`config.mk`:
```
export PLATFORM = sky130hd
export DESIGN_NAME = jtag_host_shifter
export DESIGN_NICKNAME = d
export VERILOG_FILES = /design/src/rtl/jtag_pkg.sv /design/src/rtl/jtag_tap_mirror.sv /design/src/rtl/jtag_host_shifter.sv
export SDC_FILE = /design/constraint.sdc
export NUM_CORES = 1
export LEC_CHECK = 0
export BUFFER_PORTS_ARGS = -buffer_cell sky130_fd_sc_hd__clkbuf_2
export CAP_MARGIN = 40
export CORE_AREA = 2 2 153 155
export DETAILED_ROUTE_END_ITERATION = 6
export DIE_AREA = 0 0 155 157
export RECOVER_POWER = 100
export SYNTH_ARGS = -nofsm -noshare
export SYNTH_HDL_FRONTEND = slang
export SYNTH_SLANG_ARGS = --single-unit
export TNS_END_PERCENT = 30
```
`constraint.sdc`:
```
create_clock -name TCK -period 11.25 [get_ports TCK]
set_input_delay 1.125 -clock TCK [delete_from_list [all_inputs] [get_ports TCK]]
set_output_delay 1.125 -clock TCK [all_outputs]
set_load 0.01 [all_outputs]
```
`src/rtl/jtag_pkg.sv`:
```
// Shared JTAG types: IEEE 1149.1 TAP state encoding, host FSM states and the TAP
// next-state function used by host and TAP-side blocks.
package jtag_pkg;

   typedef enum logic [3:0] {
      TAP_EXIT2_DR   = 4'h0,
      TAP_EXIT1_DR   = 4'h1,
      TAP_SHIFT_DR   = 4'h2,
      TAP_PAUSE_DR   = 4'h3,
      TAP_SELECT_IR  = 4'h4,
      TAP_UPDATE_DR  = 4'h5,
      TAP_CAPTURE_DR = 4'h6,
      TAP_SELECT_DR  = 4'h7,
      TAP_EXIT2_IR   = 4'h8,
      TAP_EXIT1_IR   = 4'h9,
      TAP_SHIFT_IR   = 4'hA,
      TAP_PAUSE_IR   = 4'hB,
      TAP_RTI        = 4'hC,
      TAP_UPDATE_IR  = 4'hD,
      TAP_CAPTURE_IR = 4'hE,
      TAP_TLR        = 4'hF
   } tap_state_t;

   typedef enum logic [2:0] {
      HS_RESET_SEQ = 3'd0,
      HS_IDLE      = 3'd1,
      HS_SEL       = 3'd2,
      HS_CAPTURE   = 3'd3,
      HS_SHIFT     = 3'd4,
      HS_UPDATE    = 3'd5,
      HS_RTI       = 3'd6
   } host_state_t;

   // TMS=1 edges that force any TAP into Test-Logic-Reset
   localparam int unsigned RESET_TMS_ONES = 5;

   function automatic tap_state_t tap_next(input tap_state_t s, input logic tms);
      tap_next = TAP_TLR;
      case (s)
         TAP_TLR:        tap_next = tms ? TAP_TLR       : TAP_RTI;
         TAP_RTI:        tap_next = tms ? TAP_SELECT_DR : TAP_RTI;
         TAP_SELECT_DR:  tap_next = tms ? TAP_SELECT_IR : TAP_CAPTURE_DR;
         TAP_CAPTURE_DR: tap_next = tms ? TAP_EXIT1_DR  : TAP_SHIFT_DR;
         TAP_SHIFT_DR:   tap_next = tms ? TAP_EXIT1_DR  : TAP_SHIFT_DR;
         TAP_EXIT1_DR:   tap_next = tms ? TAP_UPDATE_DR : TAP_PAUSE_DR;
         TAP_PAUSE_DR:   tap_next = tms ? TAP_EXIT2_DR  : TAP_PAUSE_DR;
         TAP_EXIT2_DR:   tap_next = tms ? TAP_UPDATE_DR : TAP_SHIFT_DR;
         TAP_UPDATE_DR:  tap_next = tms ? TAP_SELECT_DR : TAP_RTI;
         TAP_SELECT_IR:  tap_next = tms ? TAP_TLR       : TAP_CAPTURE_IR;
         TAP_CAPTURE_IR: tap_next = tms ? TAP_EXIT1_IR  : TAP_SHIFT_IR;
         TAP_SHIFT_IR:   tap_next = tms ? TAP_EXIT1_IR  : TAP_SHIFT_IR;
         TAP_EXIT1_IR:   tap_next = tms ? TAP_UPDATE_IR : TAP_PAUSE_IR;
         TAP_PAUSE_IR:   tap_next = tms ? TAP_EXIT2_IR  : TAP_PAUSE_IR;
         TAP_EXIT2_IR:   tap_next = tms ? TAP_UPDATE_IR : TAP_SHIFT_IR;
         TAP_UPDATE_IR:  tap_next = tms ? TAP_SELECT_DR : TAP_RTI;
      endcase
   endfunction

endpackage

```
`src/rtl/jtag_tap_mirror.sv`:
```
// 16-state IEEE 1149.1 TAP controller tracking TMS on rising TCK; shared by host
// and TAP-side blocks.
module jtag_tap_mirror
   import jtag_pkg::*;
(
   input  logic       TCK,
   input  logic       RST,
   input  logic       TMS,
   output logic [3:0] tap_state
);

   tap_state_t state_q;

   always_ff @(posedge TCK or posedge RST) begin
      if (RST) state_q <= TAP_TLR;
      else     state_q <= tap_next(state_q, TMS);
   end

   assign tap_state = state_q;

endmodule

```
`src/rtl/jtag_host_shifter.sv`:
```
// JTAG initiator running one IR or DR scan of len bits through a TAP chain.
// Optional TAP monitor ports (tap_state, tap_err) under `JTAG_HOST_TAP_MON_EN.
module jtag_host_shifter
   import jtag_pkg::*;
#(
   parameter  int unsigned MAX_LEN = 32,
   localparam int unsigned LEN_W   = $clog2(MAX_LEN + 1)
) (
   input  logic               TCK,
   input  logic               RST,
   input  logic               start,
   input  logic               ir_sel,
   input  logic [LEN_W-1:0]   len,
   input  logic [MAX_LEN-1:0] data_in,
   output logic               busy,
   output logic               done,
   output logic [MAX_LEN-1:0] data_out,
   output logic               TMS,
   input  logic               TDO,
`ifdef JTAG_HOST_TAP_MON_EN
   output logic [3:0]         tap_state,
   output logic               tap_err,
`endif
   output logic               TDI
);

   host_state_t        state, state_next;
   logic [LEN_W-1:0]   cnt, len_q, len_sat;
   logic               ir_q, last_bit, tms_c, tdi_c;
   logic [MAX_LEN-1:0] tdi_q, cap_q;
   logic [3:0]         mir_raw;
   tap_state_t         mir_state, tap_nxt;

   jtag_tap_mirror u_mirror (
      .TCK       (TCK),
      .RST       (RST),
      .TMS       (TMS),
      .tap_state (mir_raw)
   );

   // tap_nxt is where the chain lands on the coming rising edge
   assign mir_state = tap_state_t'(mir_raw);
   assign tap_nxt   = tap_next(mir_state, TMS);
   assign len_sat   = (len > LEN_W'(MAX_LEN)) ? LEN_W'(MAX_LEN) : len;
   assign last_bit  = (cnt == len_q - LEN_W'(1));

   always_ff @(posedge TCK or posedge RST) begin
      if (RST) state <= HS_RESET_SEQ;
      else     state <= state_next;
   end

   // SEL/CAPTURE are left on the mirror, so IR gets its extra Select edge for free
   always_comb begin
      state_next = state;
      case (state)
         HS_RESET_SEQ: if (cnt == LEN_W'(RESET_TMS_ONES)) state_next = HS_IDLE;
         HS_IDLE:      if (start && (len_sat != '0)) state_next = HS_SEL;
         HS_SEL:       if (tap_nxt == (ir_q ? TAP_SELECT_IR : TAP_SELECT_DR))
                          state_next = HS_CAPTURE;
         HS_CAPTURE:   if (tap_nxt == (ir_q ? TAP_SHIFT_IR : TAP_SHIFT_DR))
                          state_next = HS_SHIFT;
         HS_SHIFT:     if (last_bit) state_next = HS_UPDATE;
         HS_UPDATE:    state_next = HS_RTI;
         HS_RTI:       state_next = HS_IDLE;
         default:      state_next = HS_RESET_SEQ;
      endcase
   end

   // TMS/TDI to present on the next rising edge
   always_comb begin
      tms_c = 1'b0;
      tdi_c = 1'b0;
      case (state)
         HS_RESET_SEQ: tms_c = (cnt < LEN_W'(RESET_TMS_ONES));
         HS_SEL:       tms_c = 1'b1;
         HS_SHIFT: begin
            tms_c = last_bit;
            tdi_c = tdi_q[0];
         end
         HS_UPDATE:    tms_c = 1'b1;
         default:      ;
      endcase
   end

   always_ff @(negedge TCK or posedge RST) begin
      if (RST) begin
         TMS <= 1'b1;
         TDI <= 1'b0;
      end else begin
         TMS <= tms_c;
         TDI <= tdi_c;
      end
   end

   always_ff @(posedge TCK or posedge RST) begin
      if (RST) begin
         cnt      <= '0;
         len_q    <= '0;
         ir_q     <= 1'b0;
         tdi_q    <= '0;
         cap_q    <= '0;
         data_out <= '0;
         busy     <= 1'b1;
         done     <= 1'b0;
      end else begin
         busy <= (state_next != HS_IDLE);
         done <= 1'b0;
         case (state)
            HS_RESET_SEQ: cnt <= cnt + LEN_W'(1);
            HS_IDLE: if (start) begin
               cnt   <= '0;
               len_q <= len_sat;
               ir_q  <= ir_sel;
               tdi_q <= data_in;
               cap_q <= '0;
               if (len_sat == '0) done <= 1'b1;
            end
            HS_SHIFT: begin
               cnt   <= cnt + LEN_W'(1);
               tdi_q <= tdi_q >> 1;
               cap_q <= {TDO, cap_q[MAX_LEN-1:1]};
            end
            // first bit captured sits at MAX_LEN-len; realign it to bit 0
            HS_RTI: begin
               done     <= 1'b1;
               data_out <= cap_q >> (LEN_W'(MAX_LEN) - len_q);
            end
            default: ;
         endcase
      end
   end

`ifdef JTAG_HOST_TAP_MON_EN
   assign tap_state = mir_raw;

   always_ff @(posedge TCK or posedge RST) begin
      if (RST)                                                 tap_err <= 1'b0;
      else if ((state_next == HS_IDLE) && (tap_nxt != TAP_RTI)) tap_err <= 1'b1;
   end
`endif

endmodule
```
==> metrics.yaml <==
status:
  run_status: "complete, but fails checks"
  failed_checks: "max-capacitance violations, max-slew violations"
power:
  p_seq_share_pct: 42.1
  combinationalPowerShare_pct: 1.7
  power.switching_fraction_pct: 21.47
  power_frac_clock_pct: 56.3
  static-leakage-power_nw: 3.280
  ir_drop_uv: 104.5
  p_per_area_nw_per_um2: 131.0
  power.net_switching_mw: 0.2204
  internal-power_mw: 0.8065
routing:
  routed-via-count: 5247
  final_antenna_net_count: 0
  route.detailed.drc: 0
  finalWirelength_um: 16260
  detail_route.vias_per_cell: 5.094
  drt-initial-drc-count: 379
  drt_first_pass_iters: 5
  wl_per_cell_um: 15.78
yosys:
  mappedNetlistNets: 718
  dominantRegCellSynth: "dfrtp_1"
  async_reset_ff_share_pct: 100.0
  yosys_warnings: 0
  yosys-top-cells-area: "dfrtp_1, mux2i_1, nand2_1"
  post-synth-top-area-fraction_pct: 42.26
  yosysSeqAreaShare_pct: 44.99
  synth_enable_flop_cells: 0
  syn_area_per_cell_um2: 9.972
  ys_ff_latch: 120
  synth_cells: 671
  netlist_area_um2: 6691
  yosys.cell_types.count: 64
  yosys.area.top_type: "dfrtp_1"
die:
  design.portCount: 79
  floorplan.die.height_um: 157
  die_width_um: 155
  initial_utilization_pct: 29.74
  placeableCoreArea_um2: 22500
  die-area_um2: 24340
  fp-row-count: 55
placed_design:
  io_buffers: 78
  placed_cells_incl_taps: 998
  dpl.hpwl_um: 11520
  routabilityCongestion: 0.8455
clock_network:
  root_buffer: "clkbuf_16"
  clkTransAtPathRegs_ps: 60
  tritoncts: "done"
  tritoncts_num_sinks: 120
  cts_post_setup_buffers_inserted: 0
  cts_htree_levels: 4
  number_of_resized_instances_in_the_post_cts_repair_step: 0
  insertion_delay_ps: 440
  cts_made_buffers: 17
  cts.path.max_buffers: 2
  cts-hold-fix-buffers: 0
timing:
  hold_violations: 0
  rsz0062_at_grt: "no"
  final_tns_setup_ps: 0
  clock_skew_ps: 29.72
  tightest_slew_ps: 3641
  report.final.setup_viol: 0
  fin_hold_ws_ps: 476.4
  timing.max_slew.rel_slack_pct: -142.8
  slew_violations: 286
layout:
  growth_of_design_area_from_synthesis_to_finish_pct: 17.15
  finish.net_count: 779
  combined_area_of_the_multi_input_logic_cells_um2: 3367
  final_cells: 1030
  layout_common_cells: "dfrtp_1, nand2_1, mux2i_1"
  fillCellCount: 2273
  num_antenna_cells: 0
  final_layout_size_suffix_gt1_share_pct: 15.30
  most_common_cell_after_layout_fill_and_taps_aside: "dfrtp_1"
  layout.area.seq_um2: 3010
run:
  cap_violations: 5
grt:
  first_global_vias: 5090
  first_pass_grt_wire_length_um: 26880
  met2_usage_pct: 21.50
  largest_net_degree_at_the_start_of_global_routing: 97
  gr-max-usage-layer: "met2"
  global_route.usage.met3_pct: 3.359
  grt_use_total_pct: 13.96
  grt_antenna_before_repair: 0
  met1_usage_pct: 18.98
  globalRoute.totalOverflow: 0
critical_path:
  crit_slowest_cell: "clkbuf_1"
  worst_setup_path_end_kind: "flip-flop"
  critical-path-max-stage-delay_ps: 1310
  required_ps: 6010
  criticalPathCategory: "reg -> reg"
  crit_path_cell_trace: "clkbuf_1 -> inv_2 -> ha_1 -> nor3b_1 -> xnor2_2 -> xnor2_1 -> nand3_1 -> nand3_1"
  worst_path_most_repeated_cell: "nand3_1"
  cp_data_arrival_time_ps: 4070
  path_max_fanout: 42
  crit_path_start_kind: "flip-flop"
hold_path:
  hp-class: "reg -> reg"
-- logic make-up (layout without fill, tap and decap cells) --
kind of cell	after synthesis	after routing	share of synthesized area (%)
flip-flops	120	120	44.99
buffers and inverters	61	135	4.226
multiplexers	95	95	15.97
adder cells (fa/ha/maj)	4	4	0.7480
XOR/XNOR	13	13	2.206
AO/OA/AOI/OAI	178	178	18.18
AND/OR/NAND/NOR	200	200	13.69
-- worst paths after layout --
check / start / to / slack (ps) / cells past startpoint
max reg2reg: len_q[0]$_DFFE_PP0P_ / TMS$_DFF_NP1_ / 1930 / 8
min in group asynchronous: RST / tdi_q[15]$_DFFE_PP0P_ / 1150 / 2
min reg2reg: tdi_q[28]$_DFFE_PP0P_ / tdi_q[27]$_DFFE_PP0P_ / 480 / 2
max: len_q[0]$_DFFE_PP0P_ / TMS$_DFF_NP1_ / 1930 / 8
max in group asynchronous: RST / TDI$_DFF_NP0_ / 3660 / 2
min: tdi_q[28]$_DFFE_PP0P_ / tdi_q[27]$_DFFE_PP0P_ / 480 / 2
-- synth_stat cells, types with 2 or more instances --
cell       instances
dfrtp_1          113
nand2_1          106
mux2i_1           73
o21ai_0           58
a22o_1            38
nor2_1            36
clkbuf_1          23
a21oi_1           22
mux2_2            14
buf_2             13
inv_1             12
nand3_1           10
o21ai_1           10
mux4_2             8
nand3b_1           8
nor3_1             7
o221ai_1           7
a211oi_1           6
buf_1              6
dfstp_2            6
o31ai_1            6
xnor2_1            6
nor2b_1            5
o22ai_1            5
a31oi_1            4
and3_1             4
ha_1               4
nand2b_1           4
or3_1              4
xor2_1             4
a21o_1             3
buf_4              3
nor4_1             3
o211ai_1           3
a2111oi_2          2
a32o_1             2
buf_6              2
nand4_1            2
nor3b_1            2
o2111ai_1          2
xnor2_2            2
-- critical path, delay by kind of cell, from the launching register on --
kind / cells / cell delay (ps)
xor gates and xnor gates: 2 / 590
adders and majority gates: 1 / 500
buffers and inverters: 2 / 1750
DFF: 1 / 320
and+or+nand+nor: 3 / 480
-- layout make-up --
cell class | instances | share of cell area (%)
clock buffer | 23 | 7.199
clock inverter | 10 | 1.101
inverter | 12 | 0.5906
multi-input combinational | 490 | 42.95
sequential | 120 | 38.40
tap | 285 | 4.549
timing repair buffer | 90 | 5.204
-- per-layer routing --
layer / part of all wire [%] / up-vias
li1: - / 2573
met1: 49 / 2551
met2: 46 / 102
met3: 3.5 / 21
met4: 2.0 / 0
met5: 0 / -
-- registers in the layout, indices dropped and copies added, names as in the netlist, 3 cells and up --
register / cells
cap_q: 32
data_out: 32
state: 3
tdi_q: 32
u_mirror.tap_state: 4
cnt: 6
len_q: 6
-- power by group through the flow --
stage	logic (mW)	registers, mW	clock network (mW)
finish	0.0172	0.432	0.578
detailed placement	0.0197	0.440	0.00111
global placement	0.0183	0.440	0.00111
global route	0.0202	0.432	0.610
CTS	0.0198	0.432	0.589
floorplan	0.00715	0.440	0.00111
-- through the flow --
stage | cell area, µm² | power, mW | worst slack, ps | util [%]
final | 7839 | 1.027 | 1932 | 34.83
after global routing | 7839 | 1.062 | 1544 | 34.83
after CTS | 8001 | 1.041 | 2993 | 35.56
after detailed placement | 7355 | 0.4603 | 3013 | 32.68
after global placement | 7292 | 0.4590 | 2873 | 32.40
after floorplan | 6691 | 0.4479 | 1464 | -
No activity file was read; power rests on OpenSTA's default activity.
